[src/rtl/nes_controller_emu.sv]
`default_nettype none
// ============================================================================
// Module   : nes_controller_emu
// Brief    : NES controller (4021 shift register) emulator with synchronized
//            latch/pulse inputs, frame watchdog and saturating bit counter.
// Revision : 1.0 - initial release
// ============================================================================
module nes_controller_emu #(
    parameter int   SYNC_STAGES    = 2,
    parameter int   TIMEOUT_CYCLES = 4096,
    parameter logic FILL_LEVEL     = 1'b0
) (
    input  logic       clock,
    input  logic       reset,
    input  logic       latch,
    input  logic       pulse,
    input  logic [7:0] buttons,
    output logic       data,
    output logic [3:0] bit_index,
    output logic       busy,
    output logic       frame_done
);

    localparam int                  c_WDOG_W     = $clog2(TIMEOUT_CYCLES + 1);
    localparam logic [c_WDOG_W-1:0] c_WDOG_LAST  = c_WDOG_W'(TIMEOUT_CYCLES - 1);
    localparam logic [c_WDOG_W-1:0] c_WDOG_ONE   = c_WDOG_W'(1);
    localparam logic [3:0]          c_LAST_BIT   = 4'd7;
    localparam logic [3:0]          c_FRAME_BITS = 4'd8;

    typedef enum logic [1:0] {
        S_IDLE     = 2'd0,
        S_LOADED   = 2'd1,
        S_SHIFTING = 2'd2,
        S_DONE     = 2'd3
    } state_t;

    logic [SYNC_STAGES-1:0] r_latch_sync;
    logic [SYNC_STAGES-1:0] r_pulse_sync;
    logic                   r_latch_q1, r_latch_q2;
    logic                   r_pulse_q1, r_pulse_q2;

    state_t                 r_state, w_state_nxt;
    logic [7:0]             r_shreg, w_shreg_nxt;
    logic [3:0]             r_bit_index, w_bit_index_nxt;
    logic                   r_data, w_data_nxt;
    logic                   r_frame_done, w_frame_done_nxt;
    logic [c_WDOG_W-1:0]    r_wdog, w_wdog_nxt;

    logic                   w_latch_rise, w_latch_fall, w_pulse_rise;

    // The extra q1/q2 stage after the synchronizer gives the fixed
    // SYNC_STAGES+1 input-to-data latency; edges come only from q1/q2.
    always_ff @(posedge clock) begin
        if (reset) begin
            r_latch_sync <= '0;
            r_pulse_sync <= '0;
            r_latch_q1   <= 1'b0;
            r_latch_q2   <= 1'b0;
            r_pulse_q1   <= 1'b0;
            r_pulse_q2   <= 1'b0;
        end else begin
            r_latch_sync <= {r_latch_sync[SYNC_STAGES-2:0], latch};
            r_pulse_sync <= {r_pulse_sync[SYNC_STAGES-2:0], pulse};
            r_latch_q1   <= r_latch_sync[SYNC_STAGES-1];
            r_latch_q2   <= r_latch_q1;
            r_pulse_q1   <= r_pulse_sync[SYNC_STAGES-1];
            r_pulse_q2   <= r_pulse_q1;
        end
    end

    assign w_latch_rise = r_latch_q1 & ~r_latch_q2;
    assign w_latch_fall = ~r_latch_q1 & r_latch_q2;
    assign w_pulse_rise = r_pulse_q1 & ~r_pulse_q2;

    always_ff @(posedge clock) begin
        if (reset) begin
            r_state      <= S_IDLE;
            r_shreg      <= '0;
            r_bit_index  <= '0;
            r_data       <= FILL_LEVEL;
            r_frame_done <= 1'b0;
            r_wdog       <= '0;
        end else begin
            r_state      <= w_state_nxt;
            r_shreg      <= w_shreg_nxt;
            r_bit_index  <= w_bit_index_nxt;
            r_data       <= w_data_nxt;
            r_frame_done <= w_frame_done_nxt;
            r_wdog       <= w_wdog_nxt;
        end
    end

    always_comb begin
        w_state_nxt      = r_state;
        w_shreg_nxt      = r_shreg;
        w_bit_index_nxt  = r_bit_index;
        w_data_nxt       = r_data;
        w_frame_done_nxt = 1'b0;
        w_wdog_nxt       = r_wdog;

        case (r_state)
            S_IDLE: begin
                w_data_nxt      = FILL_LEVEL;
                w_bit_index_nxt = '0;
                w_wdog_nxt      = '0;
                if (r_latch_q1) begin
                    w_state_nxt = S_LOADED;
                    w_shreg_nxt = buttons;
                    w_data_nxt  = ~buttons[0];
                end
            end

            S_LOADED: begin
                w_bit_index_nxt = '0;
                w_wdog_nxt      = '0;
                if (r_latch_q1) begin
                    w_shreg_nxt = buttons;
                    w_data_nxt  = ~buttons[0];
                end else if (w_latch_fall) begin
                    w_state_nxt = S_SHIFTING;
                end else begin
                    // Unreachable recovery: latch low without a seen fall.
                    w_state_nxt = S_SHIFTING;
                end
            end

            S_SHIFTING, S_DONE: begin
                if (w_latch_rise) begin
                    // Abort wins over a coincident pulse edge.
                    w_state_nxt     = S_LOADED;
                    w_shreg_nxt     = buttons;
                    w_data_nxt      = ~buttons[0];
                    w_bit_index_nxt = '0;
                    w_wdog_nxt      = '0;
                end else if (w_pulse_rise) begin
                    w_wdog_nxt = '0;
                    if (r_state == S_SHIFTING) begin
                        w_shreg_nxt     = {1'b0, r_shreg[7:1]};
                        w_bit_index_nxt = r_bit_index + 4'd1;
                        if (r_bit_index == c_LAST_BIT) begin
                            w_data_nxt       = FILL_LEVEL;
                            w_frame_done_nxt = 1'b1;
                            w_state_nxt      = S_DONE;
                        end else begin
                            w_data_nxt = ~r_shreg[1];
                        end
                    end else begin
                        w_data_nxt      = FILL_LEVEL;
                        w_bit_index_nxt = c_FRAME_BITS;
                    end
                end else if (r_wdog == c_WDOG_LAST) begin
                    w_state_nxt     = S_IDLE;
                    w_data_nxt      = FILL_LEVEL;
                    w_bit_index_nxt = '0;
                    w_wdog_nxt      = '0;
                end else begin
                    w_wdog_nxt = r_wdog + c_WDOG_ONE;
                end
            end

            default: begin
                w_state_nxt = S_IDLE;
            end
        endcase
    end

    assign data       = r_data;
    assign bit_index  = r_bit_index;
    assign busy       = (r_state != S_IDLE);
    assign frame_done = r_frame_done;

endmodule
`default_nettype wire

[config.mk]
export PLATFORM = sky130hd
export DESIGN_NAME = nes_controller_emu
export DESIGN_NICKNAME = d
export VERILOG_FILES = /design/src/rtl/nes_controller_emu.sv
export SDC_FILE = /design/constraint.sdc
export NUM_CORES = 1
export LEC_CHECK = 0
export ABC_AREA = 0
export CAP_MARGIN = 20
export CORE_MARGIN = 3
export CORE_UTILIZATION = 55
export DETAILED_ROUTE_END_ITERATION = 6
export PLACE_DENSITY = 0.79
export SETUP_SLACK_MARGIN = 0.1
export SLEW_MARGIN = 20
export SYNTH_ARGS = -nofsm -noshare
export SYNTH_HDL_FRONTEND = slang
export SYNTH_SLANG_ARGS = --single-unit
[constraint.sdc]
create_clock -name clock -period 3.7 [get_ports clock]
set_input_delay 0.74 -clock clock [delete_from_list [all_inputs] [get_ports clock]]
set_output_delay 0.74 -clock clock [all_outputs]
set_load 0.05 [all_outputs]
==> impl_table.tex <==
\begin{tabular}{lr}
\hline
Metric & Value \\
\hline
\multicolumn{2}{l}{\textbf{Timing}} \\
\quad FMAX & 379.8 MHz \\
\quad Post-route worst setup slack & 1.067 ns \\
\quad Total count of max-transition violations in the final report & 0 \\
\quad Slew of the pin with the lowest slew margin & 0.8403 ns \\
\quad Fraction of the cycle the final worst path needs & 71.16\% \\
\quad Largest clock skew in the final design & 0.009402 ns \\
\quad Time the final worst path needs with I/O delays and setup & 2.633 ns \\
\quad Number of failing hold endpoints at the final stage & 0 \\
\quad Max-slew headroom & 43.80\% \\
\quad Unrepaired setup endpoints after global routing & false \\
\quad Setup Viol. Count Final & 0 \\
\quad Fin Setup TNS & 0 ns \\
\multicolumn{2}{l}{\textbf{Logic synthesis}} \\
\quad Post-synth ARST share & 0\% \\
\quad Number of cells produced by synthesis & 174 \\
\quad Number of enable flip-flop cells after synthesis & 0 \\
\quad Post-synthesis sequential area ratio & 45.68\% \\
\quad Synth top cells by count & 36 x sky130\_fd\_sc\_hd\_\_dfxtp\_1, 26 x sky130\_fd\_sc\_hd\_\_nor2\_1, 12 x sky130\_fd\_sc\_hd\_\_nand2\_1, 12 x sky130\_fd\_sc\_hd\_\_nand3\_1, 11 x sky130\_fd\_sc\_hd\_\_nor2b\_1 \\
\quad Predominant post-synthesis flop cell & sky130\_fd\_sc\_hd\_\_dfxtp\_1 \\
\quad Distinct cell type count after synthesis & 39 \\
\quad Mean instance size in the synthesized netlist & 9.068 um2 \\
\quad Synth top area cells & sky130\_fd\_sc\_hd\_\_dfxtp\_1 46\%, sky130\_fd\_sc\_hd\_\_nor2\_1 6.2\%, sky130\_fd\_sc\_hd\_\_nor2b\_1 4.4\% \\
\quad Total nets after synthesis & 188 \\
\quad Yosys top cell by area & sky130\_fd\_sc\_hd\_\_dfxtp\_1 \\
\quad Total of flip-flops plus latches after synthesis & 36 \\
\quad Library cell with the highest instance count after synthesis & sky130\_fd\_sc\_hd\_\_dfxtp\_1 \\
\quad Top-area cell type share of the netlist area & 45.68\% \\
\quad Syn. warnings & 0 \\
\quad Synth Cell Area & 1578 um2 \\
\multicolumn{2}{l}{\textbf{Layout}} \\
\quad Antenna diode count & 0 \\
\quad Count of filler cells inserted in the layout & 204 \\
\quad Layout Nets & 205 \\
\quad Fraction of layout instances using a drive strength above 1 & 8.333\% \\
\quad Area growth from synthesis to layout & 14.67\% \\
\quad Final Instance Area & 1809 um2 \\
\multicolumn{2}{l}{\textbf{CTS}} \\
\quad Post-cts resize count & 0 \\
\quad H-tree depth reported by CTS & 2 \\
\quad TritonCTS clock tree & built \\
\quad Cts bufs inserted & 5 \\
\quad Clock insertion delay at the later pin of the skew report & 0.33 ns \\
\quad Setup Buffers After CTS & 0 \\
\quad Clk slew on worst S/H paths & 0.10 ns \\
\quad Num Clock Sinks & 36 \\
\quad CTS hold repair buffers & 0 \\
\quad Cell at the root of the clock tree & sky130\_fd\_sc\_hd\_\_clkbuf\_4 \\
\quad Clock tree buffer depth & 2 \\
\multicolumn{2}{l}{\textbf{Critical path}} \\
\quad Worst path bufs/invs & 1 \\
\quad Reg-to-reg setup timing slack & 1.75 ns \\
\quad Endpoint of the most critical setup path & busy \\
\quad Worst setup path class & register to output pin \\
\quad Arrival @ worst endpoint & 1.89 ns \\
\quad Critical register-to-register path endpoint & data\$\_SDFFE\_PP0P\_ \\
\quad Crit Path Max Fanout & 15 \\
\quad R2r worst-path depth & 5 \\
\quad Worst setup path startpoint & r\_state[1]\$\_SDFFE\_PP0P\_ \\
\quad Max stage delay cell, worst path & sky130\_fd\_sc\_hd\_\_clkdlybuf4s50\_1 \\
\quad Critical path launch point type & register \\
\quad Endpoint required time on the critical path & 2.96 ns \\
\quad Levels on crit path & 2 \\
\quad Family of cells with the greatest summed delay on the critical path & buffers and inverters \\
\quad CP max stage delay & 0.79 ns \\
\quad Crit end category & output pin \\
\quad Launch point of the worst reg-to-reg path & r\_wdog[0]\$\_SDFF\_PP0\_ \\
\quad Ordered cell list for the critical path & or2\_2 -> clkdlybuf4s50\_1 \\
\multicolumn{2}{l}{\textbf{Drt}} \\
\quad Post-Route WL & 2954 um \\
\quad Average wire per cell in the routed design & 13.31 um \\
\quad Via density per instance & 5.815 \\
\quad DRC violation count after routing & 0 \\
\quad Via count of the routed design & 1291 \\
\quad Remaining number of nets flagged by the antenna check after routing & 0 \\
\quad Number of design-rule violations left by the first detailed-router iteration & 70 \\
\quad Length of the first detailed-routing pass in iterations & 4 \\
\multicolumn{2}{l}{\textbf{Power and ir drop}} \\
\quad Cell Int Power & 0.5087 mW \\
\quad Switching fraction of total power & 22.68\% \\
\quad Power Dens Cells & 363.7 nW/um2 \\
\quad Fraction of power consumed by combinational cells & 6.7\% \\
\quad Leakage power & 0.6220 nW \\
\quad Sequential share of power & 60.9\% \\
\quad Net switching power figure & 0.1493 mW \\
\quad Worst vdd rail ir drop & 0.2831 mV \\
\quad Clock network power share & 32.5\% \\
\multicolumn{2}{l}{\textbf{Floorplanning}} \\
\quad Die height & 59.56 um \\
\quad Core Region & 2590 um2 \\
\quad Num ports & 19 \\
\quad Die Footprint & 3547 um2 \\
\quad Width of the die & 59.56 um \\
\quad Starting density of the core & 60.92\% \\
\quad Rows & 18 \\
\multicolumn{2}{l}{\textbf{Global route}} \\
\quad Vias in the first global route & 1191 \\
\quad Overflow left after global routing & 0 \\
\quad Wire length of the first global-routing pass & 5037 um \\
\quad Initial antenna violation count & 0 \\
\quad Largest net degree at the start of global routing & 27 \\
\quad Total Routing Usage GR & 18.71\% \\
\multicolumn{2}{l}{\textbf{Hold path}} \\
\quad Source of the worst hold timing path & r\_pulse\_sync[1]\$\_SDFF\_PP0\_ \\
\quad Worst min-delay path class & register to register \\
\multicolumn{2}{l}{\textbf{Placement}} \\
\quad Detailed placement HPWL & 2152 um \\
\quad Placed cell areas & 1748 um2 \\
\quad Port-buffer cells & 18 \\
\quad Pre-CTS setup slack & 1.367 ns \\
\quad Weighted congestion at the end of routability-driven global placement & 0.8664 \\
\multicolumn{2}{l}{\textbf{Job}} \\
\quad Count of max-cap constraint violations & 0 \\
\multicolumn{2}{l}{\textbf{Outcome}} \\
\quad Status & complete, no violations \\
\hline
\end{tabular}
[metal layers]
metal | vias up | global-route usage, % | share of wire, %
li1 | 649 | - | -
met4 | 0 | 6.962 | 1.4
met1 | 595 | 25.54 | 49
met2 | 40 | 27.15 | 43
met5 | - | 0 | 0
met3 | 7 | 6.536 | 6.4
[layout make-up]
type	instances	area (um2)	share of cell area, %
well taps	30	37.54	2.075
inverters	4	15.01	0.8299
repair buffers	18	180.2	9.958
flip-flops and latches	36	720.7	39.83
clock buffers	6	51.30	2.835
clock inverters	2	10.01	0.5532
multi-input cells	126	794.5	43.91
[placed cells by master, fill, tap and decap left out, drive strengths merged]
cell           count
dfxtp             36
nor2              26
clkdlybuf4s50     18
nand3             12
nand2             12
nor2b             11
a21oi              8
xnor2              7
a311oi             6
clkbuf             6
nand2b             5
inv                4
xor2               4
nor4               4
nor3               4
o21bai             3
nand4              3
o31ai              2
ha                 2
clkinv             2
or4                2
a21boi             2
or2                1
nand3b             1
nand4bb            1
a31oi              1
o32a               1
and3b              1
mux2i              1
nor4b              1
o21ba              1
a2bb2oi            1
o32ai              1
a32oi              1
and4               1
[flip-flops by register name (all words and copies together) (netlist names)]
name          cells
bit_index         4
r_state           2
data              1
r_wdog           13
r_latch_q2        1
r_pulse_sync      2
r_pulse_q2        1
frame_done        1
r_pulse_q1        1
r_shreg           7
r_latch_q1        1
r_latch_sync      2
[cells by family after synthesis]
logic type	Yosys count	synth area share [%]
DFF	36	45.68
adders and majority gates	2	1.586
and+or+nand+nor	85	29.26
AOI/OAI and AO/OA	27	12.77
buffers and inverters	12	3.964
xor gates and xnor gates	11	6.106
muxes	1	0.6344
[stage by stage]
stage / instances / util [%] / hold slack [ns] / power, mW
floorplan: 174 / - / 0.4138 / 0.4350
global placement: 214 / 67.49 / 0.4198 / 0.4521
detailed placement: 214 / 67.49 / 0.4297 / 0.4531
CTS: 222 / 69.86 / 0.4541 / 0.6667
global route: 222 / 69.86 / 0.4758 / 0.6883
finish: 222 / 69.86 / 0.4490 / 0.6580
[how the worst min path moves through the flow]
stage	cells after the start	slack (ns)	endpoint
2_1_floorplan	1	0.41	r_latch_q1$_SDFF_PP0_
3_3_place_gp	1	0.42	r_pulse_q1$_SDFF_PP0_
3_5_place_dp	1	0.43	r_pulse_q1$_SDFF_PP0_
4_1_cts	1	0.45	r_pulse_q1$_SDFF_PP0_
5_1_grt	1	0.48	r_latch_sync[1]$_SDFF_PP0_
6_report	1	0.45	r_pulse_q1$_SDFF_PP0_
[power by group through the flow]
stage	clock network (mW)	logic [mW]	registers, mW
detailed placement	0	0.0438	0.409
global placement	0	0.0431	0.409
finish	0.214	0.0440	0.400
floorplan	0	0.0264	0.409
global route	0.238	0.0486	0.402
CTS	0.222	0.0441	0.400
Power figures use the tool's default switching activity.
